`config.mk`:
```
export PLATFORM = sky130hd
export DESIGN_NAME = pll_phase_stepper
export DESIGN_NICKNAME = d
export VERILOG_FILES = /design/src/rtl/pll_phase_pkg.sv /design/src/rtl/pll_phase_stepper.sv
export SDC_FILE = /design/constraint.sdc
export NUM_CORES = 1
export LEC_CHECK = 0
export ABC_CLOCK_PERIOD_IN_PS = 2800
export CORE_MARGIN = 4
export CORE_UTILIZATION = 55
export CTS_CLUSTER_DIAMETER = 150
export DETAILED_ROUTE_END_ITERATION = 8
export PLACE_DENSITY = 0.9
export SYNTH_ARGS = -nofsm -noshare
export SYNTH_HDL_FRONTEND = slang
export SYNTH_SLANG_ARGS = --single-unit
```
`constraint.sdc`:
```
create_clock -name clk -period 2.8 [get_ports clk]
set_input_delay 0.84 -clock clk [delete_from_list [all_inputs] [get_ports clk]]
set_output_delay 0.84 -clock clk [all_outputs]
set_load 0.005 [all_outputs]
```
`src/rtl/pll_phase_pkg.sv`:
```
// rtl/pll_phase_pkg.sv - shared state encoding, defaults and timer helper for the PLL phase stepper
package pll_phase_pkg;

   // Default timing, in clk cycles
   localparam int unsigned SETUP_CYCLES_DEF = 4;
   localparam int unsigned PULSE_CYCLES_DEF = 4;
   localparam int unsigned GAP_CYCLES_DEF   = 8;
   localparam int unsigned LOCK_TIMEOUT_DEF = 1024;

   localparam int TIMER_W = 16;

   typedef enum logic [2:0] {
      ST_IDLE     = 3'd0,
      ST_SETUP    = 3'd1,
      ST_PULSE    = 3'd2,
      ST_GAP      = 3'd3,
      ST_LOCKWAIT = 3'd4
   } step_state_t;

   // The timer is loaded on state entry and the state is left on the edge
   // that sees it at zero, so an N-cycle state loads N-1. Zero-length
   // settings collapse to a single cycle.
   function automatic logic [TIMER_W-1:0] timer_load(input int unsigned cycles);
      if (cycles <= 1) return '0;
      return TIMER_W'(cycles - 1);
   endfunction

endpackage

```
`src/rtl/pll_phase_stepper.sv`:
```
// rtl/pll_phase_stepper.sv - sequences PHASESEL/PHASEDIR/PHASESTEP pulses into a PLL and waits for relock
module pll_phase_stepper
   import pll_phase_pkg::*;
#(
   parameter int unsigned SETUP_CYCLES = SETUP_CYCLES_DEF,
   parameter int unsigned PULSE_CYCLES = PULSE_CYCLES_DEF,
   parameter int unsigned GAP_CYCLES   = GAP_CYCLES_DEF,
   parameter int unsigned LOCK_TIMEOUT = LOCK_TIMEOUT_DEF
) (
   input  logic       clk,
   input  logic       resetn,
   input  logic       req_valid,
   output logic       req_ready,
   input  logic [1:0] req_sel,
   input  logic       req_dir,
   input  logic [7:0] req_count,
   output logic [1:0] pll_phasesel,
   output logic       pll_phasedir,
   output logic       pll_phasestep,
   output logic       pll_phaseloadreg,
   input  logic       pll_locked,
   output logic       busy,
   output logic       done,
   output logic       error,
   output logic [7:0] steps_done
);

   localparam logic [TIMER_W-1:0] SETUP_LOAD = timer_load(SETUP_CYCLES);
   localparam logic [TIMER_W-1:0] PULSE_LOAD = timer_load(PULSE_CYCLES);
   localparam logic [TIMER_W-1:0] GAP_LOAD   = timer_load(GAP_CYCLES);
   localparam logic [TIMER_W-1:0] LOCK_LOAD  = timer_load(LOCK_TIMEOUT);

   step_state_t        state;
   logic [TIMER_W-1:0] timer;
   logic [7:0]         count_q;
   logic               lock_meta;
   logic               lock_sync;
   logic               last_step;

   // The load register is never used; the PLL keeps its internal phase setting
   assign pll_phaseloadreg = 1'b1;

   // True when the pulse now ending is the last one the request asked for
   assign last_step = ({1'b0, steps_done} + 9'd1) >= {1'b0, count_q};

   // Sequencer: state, timer, lock synchroniser and all registered outputs
   always_ff @(posedge clk or negedge resetn) begin
      if (!resetn) begin
         state         <= ST_IDLE;
         timer         <= '0;
         count_q       <= '0;
         lock_meta     <= 1'b0;
         lock_sync     <= 1'b0;
         req_ready     <= 1'b0;
         pll_phasesel  <= 2'd0;
         pll_phasedir  <= 1'b0;
         pll_phasestep <= 1'b1;
         busy          <= 1'b0;
         done          <= 1'b0;
         error         <= 1'b0;
         steps_done    <= 8'd0;
      end else begin
         done      <= 1'b0;
         lock_meta <= pll_locked;
         lock_sync <= lock_meta;
         if (timer != '0) timer <= timer - 16'd1;

         case (state)
            ST_IDLE: begin
               req_ready <= 1'b1;
               if (req_valid && req_ready) begin
                  req_ready    <= 1'b0;
                  pll_phasesel <= req_sel;
                  pll_phasedir <= req_dir;
                  count_q      <= req_count;
                  steps_done   <= 8'd0;
                  error        <= 1'b0;
                  busy         <= 1'b1;
                  if (req_count == 8'd0) begin
                     // Nothing to step: go straight to judging lock.
                     // The synchroniser restarts so lock is judged only
                     // from samples taken inside LOCKWAIT.
                     state     <= ST_LOCKWAIT;
                     timer     <= LOCK_LOAD;
                     lock_meta <= 1'b0;
                     lock_sync <= 1'b0;
                  end else begin
                     state <= ST_SETUP;
                     timer <= SETUP_LOAD;
                  end
               end
            end

            ST_SETUP: begin
               if (timer == '0) begin
                  state         <= ST_PULSE;
                  timer         <= PULSE_LOAD;
                  pll_phasestep <= 1'b0;
               end
            end

            ST_PULSE: begin
               if (timer == '0) begin
                  pll_phasestep <= 1'b1;
                  if (steps_done != count_q) steps_done <= steps_done + 8'd1;
                  if (last_step) begin
                     state     <= ST_LOCKWAIT;
                     timer     <= LOCK_LOAD;
                     lock_meta <= 1'b0;
                     lock_sync <= 1'b0;
                  end else begin
                     state <= ST_GAP;
                     timer <= GAP_LOAD;
                  end
               end
            end

            ST_GAP: begin
               // Lock is deliberately ignored here: the PLL may unlock
               // briefly after each step.
               if (timer == '0) begin
                  state         <= ST_PULSE;
                  timer         <= PULSE_LOAD;
                  pll_phasestep <= 1'b0;
               end
            end

            ST_LOCKWAIT: begin
               if (lock_sync || timer == '0) begin
                  error     <= ~lock_sync;
                  done      <= 1'b1;
                  busy      <= 1'b0;
                  req_ready <= 1'b1;
                  state     <= ST_IDLE;
               end
            end

            default: begin
               state         <= ST_IDLE;
               pll_phasestep <= 1'b1;
               busy          <= 1'b0;
               req_ready     <= 1'b0;
            end
         endcase
      end
   end

endmodule

```
==> impl_metrics.toml <==
[run_status]
status = "completed"

[die]
core_region_area_um2 = 4380
start_util_pct = 57.5
dieArea_um2 = 5730
die_w_um = 75.7
die_y_um = 75.7
num_io_pins = 32
num_rows = 24

[clocking]
clk_latency_ns = 0.30
cts_buffer_depth = 2
root_buffer = "clkbuf_8"
ctsHoldBuffers = 0
tritoncts = "yes"
post_cts_buffers = 0
cts_resized = 0
clkSinkCount = 45
clk_pin_slew_ns = 0.08
cts_buffers = 5
htree_levels = 2

[logic_synthesis]
synth-seq-cells = 45
ys.flop_type = "dfrtp_1"
synth_commonest_cells = "dfrtp_1, nand2_1, nor2_1"
yosysSeqAreaShare_pct = 44.7
synth_edf_count = 0
syn-cell-area_um2 = 2520
syn_nets = 298
yosys-top-cells-area = "dfrtp_1, ha_1, nand2_1"
syn_inst = 272
postSynth.asyncResetShare_pct = 100
synth_top_area_share_pct = 43.7
synth.most_common_cell = "dfrtp_1"
ys_warn_count = 0
synth_top_area_cell = "dfrtp_1"
avgSynthCellArea_um2 = 9.27
ys_types = 47

[drt]
drt_pass1_iterations = 4
drtIter0Drc = 248
avgRoutedWirePerCell_um = 16.2
routed_via_density = 5.90
detail-route-antenna-nets = 0
drc = 0
vias = 2142
routed_wl_mm = 5.90

[global_routing]
grt_start_max_net_pins = 24
grt_pass1_wl_mm = 9.94
grt_use_total_pct = 23.2
first_global_vias = 2091
antenna_found_initial = 0
overflow = 0

[timing]
holdWs_ns = 0.462
period_share_pct = 92.8
period_minus_slack_ns = 2.60
clock_skew_ns = 0.00488
relSlewSlack_pct = 65.5
setup_violations = 0
maxSlewViolCount = 0
tightest_slew_ns = 0.513
fmax_mhz = 385
hold_viol_final = 0

[power_and_ir_drop]
power_density_nw_per_um2 = 983
p_leak_nw = 1.32
max-vdd-ir-drop_uv = 585

[worst_setup_path]
crit_path_max_incr_delay_ns = 0.38
cp.arrival_ns = 2.76
path_buf_inv = 0
crit_chain = "ha_1 -> nand3_1 -> nor2_1 -> xor2_1 -> ha_1 -> nor2b_1 -> o21ai_0 -> nand3_1 -> a21oi_2 -> o21ai_0"
cp_max_fo = 9
required_ns = 2.96
critPathTopFamily = "compound AO/OA/AOI/OAI gates"
cp-end-kind = "flop"
start_kind = "flop"
crit_path_top_delay_cell = "dfrtp_1"
setup.worst_path.class = "reg -> reg"

[place]
globalplace.congestion = 0.871
place_area_um2 = 2920
port_buffers = 30
hpwl_mm = 4.44

[final_layout]
syn_to_final_growth_pct = 19.9
fill_cells = 306
antennaDiodeCount = 0
final_nets = 336
final_layout_size_suffix_gt1_share_pct = 10.6
fin_area_um2 = 3030

[worst_hold_path]
hp-class = "reg -> reg"

[run]
cap_violations = 0
metal layers:
metal	global-route usage (%)	wire [um]	vias up
met3	5.01	426	7
met1	30.7	2510	1019
li1	-	-	1035
met2	37.6	2870	81
met5	0	0	-
met4	8.54	87	0
worst reg2reg max path, delay by kind of cell (launching register included):
kind / cells / cell delay (ns)
flip-flops: 1 / 0.38
AO/OA/AOI/OAI: 3 / 0.70
AND/OR/NAND/NOR: 4 / 0.67
XOR/XNOR: 1 / 0.19
adder cells (fa/ha/maj): 2 / 0.52
stage by stage:
stage	utilization, %	cells	setup slack, ns	TNS (ns)	total power, mW
after floorplan	-	272	0.390	0	2.04
after detailed placement	66.6	355	0.122	0	2.52
final	69.0	363	0.202	0	2.98
after CTS	68.9	363	0.110	0	2.97
after global placement	66.6	355	0.228	0	2.44
after global routing	69.0	363	-0.0563	-0.249	3.22
cell usage in the layout, fill, tap and decap left out, types with 2 or more instances in the layout:
cell type | netlist | layout
nor3_1 | 5 | 5
dfrtp_1 | 44 | 43
o21ai_1 | 7 | 7
nor4_1 | 8 | 8
xnor2_1 | 14 | 14
nand2_1 | 35 | 35
nand4_1 | 4 | 4
nand3_1 | 11 | 11
nand2b_1 | 2 | 2
xor2_1 | 9 | 9
ha_1 | 11 | 11
o31ai_1 | 2 | 2
and3_1 | 3 | 3
and2_1 | 3 | 3
o21ai_0 | 16 | 16
a31oi_1 | 5 | 5
nor2b_1 | 3 | 3
buf_4 | 1 | 10
inv_1 | 12 | 12
a21oi_1 | 19 | 18
clkbuf_8 | 0 | 7
a22o_1 | 4 | 4
nor2_1 | 23 | 23
clkdlybuf4s50_1 | 0 | 29
final timing paths:
check / to / cells past startpoint / slack (ns) / from
max: state[2]$_DFFE_PN0P_ / 10 / 0.20 / steps_done[0]$_DFFE_PN0P_
min: lock_sync$_DFF_PN0_ / 1 / 0.46 / lock_meta$_DFF_PN0_
max reg2reg: state[2]$_DFFE_PN0P_ / 10 / 0.20 / steps_done[0]$_DFFE_PN0P_
min reg2reg: lock_sync$_DFF_PN0_ / 1 / 0.46 / lock_meta$_DFF_PN0_
max in group asynchronous: steps_done[2]$_DFFE_PN0P_ / 2 / 1.72 / resetn
min in group asynchronous: timer[4]$_DFF_PN0_ / 1 / 0.50 / resetn
registers in the layout (all words and copies together) (netlist names):
signal,cells
busy,1
count_q,8
done,1
error,1
lock_meta,1
lock_sync,1
pll_phasedir,1
pll_phasesel,2
pll_phasestep,1
req_ready,1
state,3
steps_done,8
timer,16
power breakdown:
part           internal, mW  switching [mW]  leakage [nW]
Sequential            0.884           0.250         0.571
Clock                 0.223           0.214        0.0542
Combinational         0.664           0.741         0.696
cell type report:
| type | instances | area (um^2) | area share (%) |
|---|---|---|---|
| multi-input cells | 205 | 1310 | 43.3 |
| flip-flops and latches | 45 | 1130 | 37.3 |
| well taps | 52 | 65.1 | 2.15 |
| repair buffers | 40 | 370 | 12.2 |
| clock inverters | 1 | 5.00 | 0.165 |
| clock buffers | 7 | 96.3 | 3.18 |
| inverters | 13 | 48.8 | 1.61 |
cells by family (layout without fill, tap and decap cells):
family	Yosys count	after routing	share of synthesized area [%]
AO/OA/AOI/OAI	60	60	15.4
multiplexers	1	1	0.397
buffers and inverters	22	61	3.47
AND/OR/NAND/NOR	109	109	22.5
adder cells (fa/ha/maj)	11	11	5.46
XOR/XNOR	23	23	7.99
flip-flops	45	45	44.7
other	1	1	0.149
(Power assumes the default switching activity.)
